`src/rtl/fpu_pkg.sv`:
```
// Shared definitions for the custom float format {sign, exp[5:0], man[24:0]},
// used by fpu and by the fpu_to_fixed converter.
package fpu_pkg;

    localparam int EXP_W  = 6;
    localparam int MAN_W  = 25;
    localparam int BIAS   = 31;
    localparam int STAT_W = 4;

    localparam int STAT_EXACT     = 0;
    localparam int STAT_OVERFLOW  = 1;
    localparam int STAT_UNDERFLOW = 2;
    localparam int STAT_INEXACT   = 3;

    typedef struct packed {
        logic             sign;
        logic [EXP_W-1:0] exp;
        logic [MAN_W-1:0] man;
    } fpu_float_t;

    typedef enum logic [1:0] {
        S_IDLE,
        S_SHIFT,
        S_ROUND,
        S_DONE
    } fpu_state_e;

endpackage

```
`src/rtl/fpu_fixed_round.sv`:
```
// Combinational finishing stage: round-to-nearest-even on guard/sticky, then sign.
// Rounding is only compiled in when FPU_FIXED_ROUND_EN is defined; otherwise truncates.
module fpu_fixed_round
    import fpu_pkg::*;
(
    input  logic [31:0]       i_mag,
    input  logic              i_guard,
    input  logic              i_sticky,
    input  logic              i_sign,
    output logic [31:0]       o_data,
    output logic [STAT_W-1:0] o_status
);

    logic        w_inexact;
    logic [31:0] w_mag_fin;

    assign w_inexact = i_guard | i_sticky;

`ifdef FPU_FIXED_ROUND_EN
    assign w_mag_fin = i_mag + {31'd0, i_guard & (i_sticky | i_mag[0])};
`else
    assign w_mag_fin = i_mag;
`endif

    assign o_data = i_sign ? -w_mag_fin : w_mag_fin;

    always_comb begin
        o_status               = '0;
        o_status[STAT_EXACT]   = ~w_inexact;
        o_status[STAT_INEXACT] = w_inexact;
    end

endmodule

```
`src/rtl/fpu_to_fixed.sv`:
```
// Custom float to signed Q(32-FRAC_BITS).FRAC_BITS converter, one shift per cycle.
// FPU_FIXED_ROUND_EN selects a separate round-to-nearest-even cycle; else truncation.
module fpu_to_fixed
    import fpu_pkg::*;
#(
    parameter int FRAC_BITS = 16
) (
    input  logic        clock100KHz,
    input  logic        reset,
    input  logic [31:0] op_in,
    input  logic        op_valid_in,
    output logic        op_ready_out,
    output logic [31:0] data_out,
    output logic        data_valid_out,
    input  logic        data_ready_in,
    output logic [3:0]  status_out
);

    localparam logic signed [6:0] K_OFS = 7'(FRAC_BITS - BIAS - MAN_W);
`ifdef FPU_FIXED_ROUND_EN
    localparam fpu_state_e POST_SHIFT = S_ROUND;
`else
    localparam fpu_state_e POST_SHIFT = S_DONE;
`endif

    fpu_state_e        r_state, w_next;
    logic              r_sign, r_left, r_guard, r_sticky, r_valid;
    logic [5:0]        r_cnt;
    logic [31:0]       r_mag, r_data;
    logic [3:0]        r_status;

    fpu_float_t        w_op;
    logic signed [6:0] w_k;
    logic [5:0]        w_abs_k;
    logic              w_accept, w_special;
    logic [31:0]       w_spec_data, w_step_mag, w_rnd_mag, w_rnd_data;
    logic [3:0]        w_spec_status, w_rnd_status;
    logic              w_step_g, w_step_st, w_rnd_g, w_rnd_st, w_rnd_sign;

    assign w_op     = op_in;
    assign w_k      = $signed({1'b0, w_op.exp}) + K_OFS;
    assign w_abs_k  = w_k[6] ? 6'(-w_k) : 6'(w_k);
    assign w_accept = op_valid_in && (r_state == S_IDLE);

    always_comb begin
        w_special     = 1'b1;
        w_spec_data   = '0;
        w_spec_status = '0;
        if (w_op.exp == '0) begin
            if (w_op.man == '0) begin
                w_spec_status[STAT_EXACT] = 1'b1;
            end else begin
                w_spec_status[STAT_UNDERFLOW] = 1'b1;
                w_spec_status[STAT_INEXACT]   = 1'b1;
            end
        end else if (w_k > 7'sd6 || (w_k == 7'sd6 && (!w_op.sign || w_op.man != '0))) begin
            w_spec_data                  = w_op.sign ? 32'h8000_0000 : 32'h7FFF_FFFF;
            w_spec_status[STAT_OVERFLOW] = 1'b1;
        end else if (w_k < -7'sd26) begin
            w_spec_status[STAT_UNDERFLOW] = 1'b1;
            w_spec_status[STAT_INEXACT]   = 1'b1;
        end else begin
            w_special = 1'b0;
        end
    end

    always_comb begin
        w_step_mag = r_mag;
        w_step_g   = r_guard;
        w_step_st  = r_sticky;
        if (r_left) begin
            w_step_mag = {r_mag[30:0], 1'b0};
        end else begin
            w_step_mag = {1'b0, r_mag[31:1]};
            w_step_g   = r_mag[0];
            w_step_st  = r_sticky | r_guard;
        end
    end

`ifdef FPU_FIXED_ROUND_EN
    assign w_rnd_mag  = r_mag;
    assign w_rnd_g    = r_guard;
    assign w_rnd_st   = r_sticky;
    assign w_rnd_sign = r_sign;
`else
    // Without a ROUND cycle the result is taken from the value being written this edge.
    always_comb begin
        w_rnd_mag  = r_mag;
        w_rnd_g    = r_guard;
        w_rnd_st   = r_sticky;
        w_rnd_sign = r_sign;
        if (r_state == S_IDLE) begin
            w_rnd_mag  = {6'd0, 1'b1, w_op.man};
            w_rnd_g    = 1'b0;
            w_rnd_st   = 1'b0;
            w_rnd_sign = w_op.sign;
        end else if (r_state == S_SHIFT) begin
            w_rnd_mag  = w_step_mag;
            w_rnd_g    = w_step_g;
            w_rnd_st   = w_step_st;
        end
    end
`endif

    fpu_fixed_round u_round (
        .i_mag    (w_rnd_mag),
        .i_guard  (w_rnd_g),
        .i_sticky (w_rnd_st),
        .i_sign   (w_rnd_sign),
        .o_data   (w_rnd_data),
        .o_status (w_rnd_status)
    );

    always_ff @(posedge clock100KHz) begin
        if (reset) r_state <= S_IDLE;
        else       r_state <= w_next;
    end

    always_comb begin
        w_next = r_state;
        case (r_state)
            S_IDLE: begin
                if (w_accept) begin
                    if (w_special)         w_next = S_DONE;
                    else if (w_k == 7'sd0) w_next = POST_SHIFT;
                    else                   w_next = S_SHIFT;
                end
            end
            S_SHIFT: if (r_cnt == 6'd1) w_next = POST_SHIFT;
            S_ROUND: w_next = S_DONE;
            S_DONE:  if (r_valid && data_ready_in) w_next = S_IDLE;
            default: w_next = S_IDLE;
        endcase
    end

    always_comb begin
        op_ready_out   = (r_state == S_IDLE);
        data_valid_out = r_valid;
        data_out       = r_data;
        status_out     = r_status;
    end

    // r_valid rises one edge after DONE is entered, giving the registered output stage.
    always_ff @(posedge clock100KHz) begin
        if (reset) begin
            r_sign   <= 1'b0;
            r_left   <= 1'b0;
            r_guard  <= 1'b0;
            r_sticky <= 1'b0;
            r_valid  <= 1'b0;
            r_cnt    <= '0;
            r_mag    <= '0;
            r_data   <= '0;
            r_status <= '0;
        end else begin
            case (r_state)
                S_IDLE: begin
                    if (w_accept) begin
                        r_sign   <= w_op.sign;
                        r_left   <= (w_k > 7'sd0);
                        r_cnt    <= w_abs_k;
                        r_mag    <= {6'd0, 1'b1, w_op.man};
                        r_guard  <= 1'b0;
                        r_sticky <= 1'b0;
                        if (w_special) begin
                            r_data   <= w_spec_data;
                            r_status <= w_spec_status;
                        end
`ifndef FPU_FIXED_ROUND_EN
                        else if (w_k == 7'sd0) begin
                            r_data   <= w_rnd_data;
                            r_status <= w_rnd_status;
                        end
`endif
                    end
                end
                S_SHIFT: begin
                    r_mag    <= w_step_mag;
                    r_guard  <= w_step_g;
                    r_sticky <= w_step_st;
                    r_cnt    <= r_cnt - 6'd1;
`ifndef FPU_FIXED_ROUND_EN
                    if (r_cnt == 6'd1) begin
                        r_data   <= w_rnd_data;
                        r_status <= w_rnd_status;
                    end
`endif
                end
                S_ROUND: begin
                    r_data   <= w_rnd_data;
                    r_status <= w_rnd_status;
                end
                S_DONE: begin
                    if (!r_valid)          r_valid <= 1'b1;
                    else if (data_ready_in) r_valid <= 1'b0;
                end
                default: ;
            endcase
        end
    end

endmodule

```
`config.mk`:
```
export PLATFORM = sky130hd
export DESIGN_NAME = fpu_to_fixed
export DESIGN_NICKNAME = d
export VERILOG_FILES = /design/src/rtl/fpu_pkg.sv /design/src/rtl/fpu_fixed_round.sv /design/src/rtl/fpu_to_fixed.sv
export SDC_FILE = /design/constraint.sdc
export NUM_CORES = 1
export LEC_CHECK = 0
export ABC_AREA = 1
export BUFFER_PORTS_ARGS = -buffer_cell sky130_fd_sc_hd__buf_2
export CAP_MARGIN = 5
export CELL_PAD_IN_SITES_DETAIL_PLACEMENT = 0
export CELL_PAD_IN_SITES_GLOBAL_PLACEMENT = 1
export CORE_ASPECT_RATIO = 1.75
export CORE_MARGIN = 5
export CORE_UTILIZATION = 35
export DETAILED_ROUTE_END_ITERATION = 10
export GPL_TIMING_DRIVEN = 0
export PLACE_DENSITY = 0.78
export SYNTH_ARGS = -nofsm -noshare
export SYNTH_HDL_FRONTEND = slang
export SYNTH_SLANG_ARGS = --single-unit
```
`constraint.sdc`:
```
create_clock -name clock100KHz -period 2.5 [get_ports clock100KHz]
set_input_delay 0.125 -clock clock100KHz [delete_from_list [all_inputs] [get_ports clock100KHz]]
set_output_delay 0.125 -clock clock100KHz [all_outputs]
set_load 0.02 [all_outputs]
```
==> flow_summary.toml, run 1 <==
[finish]
final_common_cell = "nand2_1"
final_cell_mix = "nand2_1 (181), a21oi_1 (83), buf_2 (82)"
n_antenna_cell = 0
drive_above_1_share = 0.269
fillCellCount = 1856
seq_area_um2 = 1630
layoutNonFillerInstCount = 1236
syn2layout_area_growth_pct = 23.4
nets = 1052
multi_input_area_um2 = 3950

[die]
die_h_um = 183
die_x_um = 109
core_um2 = 16900
row_count = 63
start_util = 0.355
ios = 74
design.die.area_um2 = 19900

[sta]
period_share = 0.970
layout_setup_ws_ns = 0.0749
rsz0062_at_grt = "yes"
fin_worst_skew_ns = 0.0165
fin_crit_ns = 2.43
setup_viol = 0
max-slew-margin-rel = 0.550
worst_slew_pin_slew_ns = 0.675
report.final.slew_viol_count = 0
timing.fmax_mhz = 412
hold_viol = 0

[clocking]
clkTransAtPathRegs_ns = 0.06
clock_latency_ns = 0.36
hold_buffers = 0
cts.sinks = 81
cts_tree = "built"
clockBufferDepth = 2
cts_made_buffers = 9
htree_levels = 3
cts_root_buf = "clkbuf_16"

[yosys]
synth_seq_area_share = 0.271
yosys_most_used_dff = "dfxtp_1"
ys_ff_latch = 81
synthArstFlopShare = 0
syn_nets = 951
synth_warnings = 0
syn-cell-area_um2 = 5990
postSynthAreaPerCell_um2 = 6.63
synth_edf_count = 0
syn_inst = 903
synth_cell_types = 52

[power_and_ir_drop]
power.density_nw_per_um2 = 1600
peakVddDrop_v = 0.000655
p_leak_nw = 3.31

[routing]
routedWlPerCell_um = 17.8
ant_nets = 0
drtIter0Drc = 398
drc = 0
wl_um = 22000
dr.pass1.iters = 5
via_per_inst = 5.32
vias = 6574

[grt]
grt_max_degree = 20
grt_use_total = 0.223
grt_pass1_vias = 6537
grt_pass1_wl_um = 34400
antenna_found_initial = 0
gr-total-overflow = 0

[critical_path]
worstSetupEndpointType = "flip-flop"
start_kind = "flip-flop"
critPathKind = "flip-flop to flip-flop"
crit_arrival_ns = 2.71
crit_required_ns = 2.79
path_max_fanout = 6

[job]
cap_violations = 0

[placement]
dp.cells = 1202
pre_cts_slack_ns = -0.565
dp_hpwl_um = 16900
io_buffers = 72
gp_congestion = 0.902

[min_path]
min_path_type = "primary input to flip-flop"

[status]
status = "completed"
## sequential cells by signal, indices dropped and copies added, names as in the netlist
register / count
data_out: 32
r_mag: 32
r_cnt: 6
status_out: 4
r_state: 2
data_valid_out: 1
r_guard: 1
r_left: 1
r_sign: 1
r_sticky: 1
## worst max-delay path, stage by stage (launching register included)
cell     delay, ns
dfxtp_4       0.37
inv_4         0.04
ha_4          0.17
buf_12        0.14
buf_12        0.13
a21oi_4       0.11
nand2_2       0.08
o21ai_4       0.10
ha_4          0.19
nand3_4       0.08
nor2_4        0.12
nand2_4       0.08
nor2_8        0.17
nand3_4       0.11
nand2_4       0.12
nand3_2       0.07
nand2_2       0.08
nand3_2       0.06
a21oi_2       0.13
## path summary, 6_finish.rpt
check,startpoint,end,slack [ns],cells past startpoint
setup / recovery,r_state[0],data_out[30],0.07,18
hold / removal,data_ready_in,data_valid_out,0.06,4
setup reg to reg,r_state[0],data_out[30],0.07,18
hold reg to reg,status_out[2],status_out[2],0.47,2
## synth_stat cells, types with 3 or more instances
| master | instances | area (µm²) |
|---|---|---|
| nand2_1 | 193 | 724 |
| a21oi_1 | 88 | 440 |
| dfxtp_1 | 81 | 1620 |
| inv_1 | 74 | 278 |
| nand3_1 | 71 | 355 |
| nor2_1 | 68 | 255 |
| o21ai_0 | 63 | 315 |
| a221oi_1 | 24 | 210 |
| o21ai_1 | 22 | 110 |
| clkbuf_1 | 20 | 75.1 |
| nand4_1 | 17 | 106 |
| nand2_2 | 15 | 93.8 |
| inv_2 | 14 | 52.6 |
| ha_1 | 12 | 150 |
| buf_2 | 11 | 55.1 |
| buf_4 | 10 | 75.1 |
| nor2_2 | 10 | 62.6 |
| nor2_4 | 10 | 113 |
| a22oi_1 | 8 | 60.1 |
| buf_6 | 8 | 90.1 |
| a21boi_1 | 7 | 52.6 |
| a31oi_1 | 7 | 43.8 |
| o211ai_1 | 7 | 52.6 |
| nand2_4 | 5 | 56.3 |
| nor3_1 | 5 | 25.0 |
| a21boi_2 | 4 | 45.0 |
| nand3_2 | 4 | 40.0 |
| nand3b_1 | 4 | 30.0 |
| xor2_1 | 4 | 35.0 |
| a21oi_2 | 3 | 26.3 |
| o21ai_2 | 3 | 26.3 |
| or2_2 | 3 | 18.8 |
## per-stage QoR
step	instance area [µm²]	utilization	TNS, ns	total power (W)	hold slack, ns
final	7390	0.438	0	0.0119	0.0614
after global routing	7390	0.438	-0.0734	0.0127	0.0908
after CTS	7120	0.422	0	0.0113	0.0568
after detailed placement	6630	0.393	-10.72	0.00950	0.426
after global placement	6630	0.393	-9.95	0.00947	0.428
after floorplan	5990	-	0	0.00747	0.288
## cells by family after synthesis
group                      synth area share
buffers and inverters                 0.111
xor gates and xnor gates            0.00877
and+or+nand+nor                       0.334
AOI/OAI and AO/OA                     0.251
DFF                                   0.271
adders and majority gates            0.0251
## what timing repair did
action,in CTS,in global routing
resized for setup,28,61
pin swaps,11,32
buffers inserted,12,7
endpoints found under the setup margin,60,57
## routing by layer
metal	track usage	vias to the layer above	wire length, µm
li1	-	3257	-
met1	0.242	3069	8250
met2	0.409	192	11600
met3	0.0306	56	1100
met4	0.118	0	1060
met5	0	-	0
## where the power goes
group	internal [W]	switching, W
combinational	0.00280	0.00537
clock	0.000835	0.000603
sequential	0.00186	0.000377
total	0.00550	0.00635
## cell type report
| class | instances | area share |
|---|---|---|
| tap | 227 | 0.0384 |
| multi-input combinational | 679 | 0.535 |
| clock inverter | 5 | 0.00863 |
| sequential | 81 | 0.220 |
| timing repair buffer | 91 | 0.0686 |
| clock buffer | 11 | 0.0342 |
| inverter | 90 | 0.0474 |
| buffer | 52 | 0.0477 |
No activity file was read; power rests on OpenSTA's default activity.
==> inputs of run 2 (changes only) <==
- BUFFER_PORTS_ARGS: -buffer_cell sky130_fd_sc_hd__buf_2 -> -buffer_cell sky130_fd_sc_hd__buf_4
==> run 2 against run 1 <==
Clock-buffer cell count shrank 1. Final area up 1.8%. Fmax shrank 0.27%. Sequential share of layout area fell by 0.39 points. Worst hold slack improved by 0.0097 ns. Critical path type unchanged. Global-route usage down 0.13 points. Setup slack lost 0.0066 ns. Total power is essentially flat. Core utilization grew 0.79 points. Clock skew is 0.0036 ns lower. Sequential power hardly changed.
==> flow_summary.toml, run 2 (same netlist as run 1, synthesis figures left out) <==
[status]
status = "completed"

[critical_path]
rrSetupSlack_ns = 0.07
rr_startpoint = "r_state[0]"
r2r_cells = 14
crit_required_ns = 2.75
crit_chain = "inv_4 > ha_4 > buf_12 > buf_12 > buf_4 > a22oi_4 > nand2_4 > nor2_2 > nand2_2 > o21ai_0 > xor2_1 > nor2_1 > nor2_1 > nor2_1"
path_max_fanout = 7
start_kind = "flip-flop"
slowest_delay_ns = 0.37
slowest_stage = "dfxtp_4"
crit_top_cell = "nor2_1"
worstSetupEndpointType = "flip-flop"
r2r-end = "data_out[5]"
crit_arrival_ns = 2.68
critPathKind = "flip-flop to flip-flop"
critPathTopFamily = "simple AND/OR/NAND/NOR gates"
cp_num_buf_inv = 4

[min_path]
hold_path_end = "data_valid_out"
min_path_type = "primary input to flip-flop"
hold_depth = 4
hp-start = "data_ready_in"

[routing]
vias = 6573
ant_nets = 0
wl_um = 21900
drc = 0
drtIter0Drc = 425
via_per_inst = 5.33
routedWlPerCell_um = 17.8
dr.pass1.iters = 5

[finish]
final_cell_mix = "nand2_1 (185), buf_4 (100), a21oi_1 (83)"
final_common_cell = "nand2_1"
syn2layout_area_growth_pct = 25.6
n_antenna_cell = 0
fillCellCount = 1851
drive_above_1_share = 0.257
finish.utilization = 0.446
layoutNonFillerInstCount = 1234
fin_area_um2 = 7520
nets = 1051

[clocking]
cts_made_buffers = 9
clkTransAtPathRegs_ns = 0.07
clock_latency_ns = 0.35
clockBufferDepth = 2
cts_root_buf = "clkbuf_16"
htree_levels = 3
cts.sinks = 81
cts_tree = "built"

[sta]
fin_crit_ns = 2.43
setup_viol = 0
report.final.slew_viol_count = 0
fin_worst_skew_ns = 0.0130
hold_viol = 0
max-slew-margin-rel = 0.556
rsz0062_at_grt = "yes"
worst_slew_pin_slew_ns = 0.666
period_share = 0.973
layout_setup_ws_ns = 0.0683
timing.fmax_mhz = 411

[placement]
dp_hpwl_um = 16900
io_buffers = 72
pre_cts_slack_ns = -0.546
gp_congestion = 0.897
placed_area_um2 = 6810
dp.cells = 1202

[power_and_ir_drop]
total_power_w = 0.0118
peakVddDrop_v = 0.000491
p_leak_nw = 3.31
power.density_nw_per_um2 = 1570

[grt]
grt_pass1_wl_um = 34300
antenna_found_initial = 0
grt_use_total = 0.222
gr-total-overflow = 0
grt_max_degree = 20
grt_pass1_vias = 6473

[die]
design.die.area_um2 = 19900
start_util = 0.355
ios = 74
die_h_um = 183
core_um2 = 16900
row_count = 63
die_x_um = 109

[job]
cap_violations = 0
-- run 2: where the power goes --
part | internal (W) | leakage [nW] | switching (W)
Combinational | 0.00290 | 2.51 | 0.00536
Clock | 0.000767 | 0.131 | 0.000568
Sequential | 0.00186 | 0.672 | 0.000388
Total | 0.00553 | 3.31 | 0.00631
-- run 2: timing repair --
action                                  CTS  global route
endpoints found under the setup margin   57            57
buffers inserted                         11             7
gates resized for setup                  28            52
endpoints found under the hold margin     0             0
pin swaps                                12            13
hold buffers                              0             0
-- run 2: layout make-up --
type | instances | area [µm²] | area share
multi-input combinational | 679 | 3950 | 0.525
sequential | 81 | 1630 | 0.216
timing repair buffer | 90 | 676 | 0.0898
inverter | 90 | 353 | 0.0469
buffer | 52 | 345 | 0.0459
tap | 227 | 284 | 0.0378
clock buffer | 10 | 229 | 0.0304
clock inverter | 5 | 57.6 | 0.00765
-- run 2: worst max-delay path by stage --
stage               start           end  slack, ns  depth (start not counted)
5_1_grt        r_state[0]  data_out[30]      -0.07                         18
6_report       r_state[0]   data_out[5]       0.07                         14
4_1_cts        r_state[0]  data_out[28]      0.008                         18
3_5_place_dp   r_state[0]   data_out[6]      -0.55                         16
3_3_place_gp   r_state[1]   data_out[6]      -0.58                         16
2_1_floorplan  r_state[0]  data_out[28]      0.006                         18
-- run 2: routing by layer --
metal | track usage | part of all wire | wire, µm | up-vias
met5 | 0 | 0 | 0 | -
met4 | 0.118 | 0.043 | 939 | 0
met3 | 0.0218 | 0.045 | 985 | 51
met2 | 0.406 | 0.53 | 11700 | 213
met1 | 0.246 | 0.38 | 8290 | 3040
li1 | - | - | - | 3269
-- run 2: tightest hold or removal path: cells and delay by family --
family          cells  cell delay [ns]
buf+inv             2             0.13
compound gates      2             0.12
-- run 2: metrics by stage --
| step | setup TNS (ns) | hold WS [ns] |
|---|---|---|
| 2_1_floorplan | 0 | 0.288 |
| 3_3_place_gp | -9.46 | 0.427 |
| 3_5_place_dp | -9.06 | 0.436 |
| 4_1_cts | 0 | 0.0692 |
| 5_1_grt | -0.417 | 0.0981 |
| 6_report | 0 | 0.0711 |
==> inputs of run 3 (changes only) <==
- CAP_MARGIN: 5 -> 20
- CORE_UTILIZATION: 35 -> 38
- PLACE_DENSITY: 0.78 -> 0.83
==> run 3 against run 2 <==
The flow now finishes with violations (negative setup slack). Clock skew decreased by 0.0014 ns. Clock-buffer cell count fell by 1. Die area decreased by 7.3%. Non-clock buffer count is 8 higher. Final area grew 1.3%. Setup slack worse by 0.076 ns. Largest cell class unchanged. Critical path depth grew 4. Sequential share of layout area down 0.31 points. Clock power is 12% higher. Combinational power up 2%. Sequential power is essentially flat.
==> flow_summary.toml, run 3 (same netlist as run 1, synthesis figures left out) <==
[status]
status = "finished, violations left"
violations = "negative setup slack"

[sta]
worst_slew_pin_slew_ns = 0.723
layout_setup_ws_ns = -0.00766
max-slew-margin-rel = 0.518
report.final.slew_viol_count = 0
timing.hold.ws_ns = 0.0653
hold_viol = 0
period_share = 1.00
fin_worst_skew_ns = 0.0115
timing.fmax_mhz = 399
setup_viol = 1
rsz0062_at_grt = "yes"
fin_crit_ns = 2.51

[die]
die_h_um = 176
row_count = 60
core_um2 = 15500
ios = 74
start_util = 0.387
design.die.area_um2 = 18500
die_x_um = 105

[critical_path]
crit_chain = "inv_4 > ha_4 > buf_12 > buf_12 > a21oi_2 > a21oi_4 > inv_2 > ha_4 > nand3_4 > nor2_4 > nand2_4 > nor2_8 > buf_6 > nand2_4 > o21ai_2 > nand3_1 > nand3_1 > a21oi_1"
crit_required_ns = 2.73
path_max_fanout = 8
critPathKind = "flip-flop to flip-flop"
crit_arrival_ns = 2.74
worstSetupEndpointType = "flip-flop"
rrSetupSlack_ns = -0.008
slowest_stage = "dfxtp_2"
start_kind = "flip-flop"
slowest_delay_ns = 0.36

[clocking]
cts_made_buffers = 9
clock_latency_ns = 0.35
clkTransAtPathRegs_ns = 0.07
cts.sinks = 81
hold_buffers = 0
htree_levels = 3
cts_tree = "built"
clockBufferDepth = 2
cts_root_buf = "clkbuf_16"

[power_and_ir_drop]
p_leak_nw = 3.40
power.density_nw_per_um2 = 1600
power.internal_w = 0.00577
total_power_w = 0.0122
p_clk_frac = 0.123
p_sw_w = 0.00641
comb_power_share = 0.693
peakVddDrop_v = 0.000484
seq_power_share = 0.185
swShare = 0.526

[finish]
syn2layout_area_growth_pct = 27.3
final_cell_mix = "nand2_1 (186), buf_4 (102), a21oi_1 (79), dfxtp_1 (79), inv_1 (70)"
nets = 1059
drive_above_1_share = 0.275
final_common_cell = "nand2_1"
n_antenna_cell = 0

[grt]
grt_pass1_vias = 6503
grt_pass1_wl_um = 33700
grt_max_degree = 16
gr-total-overflow = 0
grt_use_total = 0.226
antenna_found_initial = 0

[placement]
gp_congestion = 0.924
io_buffers = 72
dp_hpwl_um = 16400

[routing]
wl_um = 21500
vias = 6714
routedWlPerCell_um = 17.9
drc = 0
dr.pass1.iters = 6
drtIter0Drc = 433
via_per_inst = 5.59
ant_nets = 0

[job]
cap_violations = 0

[min_path]
min_path_type = "primary input to flip-flop"
-- run 3: layout make-up --
class / count / area (µm²)
fillers: 1654 / 7840
multi-input cells: 679 / 3970
flip-flops and latches: 81 / 1620
repair buffers: 97 / 752
plain buffers: 53 / 365
inverters: 90 / 348
well taps: 186 / 233
clock buffers: 9 / 225
clock inverters: 7 / 101
-- run 3: worst paths after layout --
path	start	to	cells past startpoint
worst max-delay path	r_state[1]	data_out[16]	18
worst min-delay path	data_ready_in	data_valid_out	4
worst max register to register	r_state[1]	data_out[16]	18
worst min register to register	status_out[2]	status_out[2]	2
-- run 3: worst max-delay path, delay by kind of cell, from the launching register on --
family | cells | cell delay [ns]
AOI/OAI and AO/OA | 4 | 0.48
adders and majority gates | 2 | 0.32
DFF | 1 | 0.36
and+or+nand+nor | 7 | 0.69
buffers and inverters | 5 | 0.53
-- run 3: power by group through the flow --
stage / Clock [W] / Combinational [W] / Sequential (W)
floorplan: 0 / 0.00505 / 0.00242
global placement: 0 / 0.00732 / 0.00223
detailed placement: 0 / 0.00735 / 0.00225
CTS: 0.00151 / 0.00771 / 0.00222
global route: 0.00156 / 0.00922 / 0.00231
finish: 0.00150 / 0.00844 / 0.00225
-- run 3: what timing repair did --
action,CTS,global route
pin swaps,11,23
endpoints found under the setup margin,56,59
buffers inserted,10,15
gates resized for setup,27,64
-- run 3: per-stage QoR --
stage / instances / area (µm²) / TNS (ns) / setup slack, ns / utilization
after floorplan: 903 / 5990 / 0 / 0.00588 / -
after global placement: 1161 / 6760 / -8.72 / -0.562 / 0.437
after detailed placement: 1161 / 6760 / -8.50 / -0.554 / 0.437
after CTS: 1187 / 7260 / 0 / 0.00266 / 0.469
after global routing: 1202 / 7620 / -0.762 / -0.132 / 0.493
final: 1202 / 7620 / -0.00766 / -0.00766 / 0.493
-- run 3: metal layers --
| layer | up-vias | global-route usage | wire (µm) |
|---|---|---|---|
| met5 | - | 0 | 0 |
| met4 | 0 | 0.109 | 890 |
| met3 | 65 | 0.0234 | 893 |
| met2 | 228 | 0.425 | 11500 |
| met1 | 3148 | 0.249 | 8300 |
| li1 | 3273 | - | - |
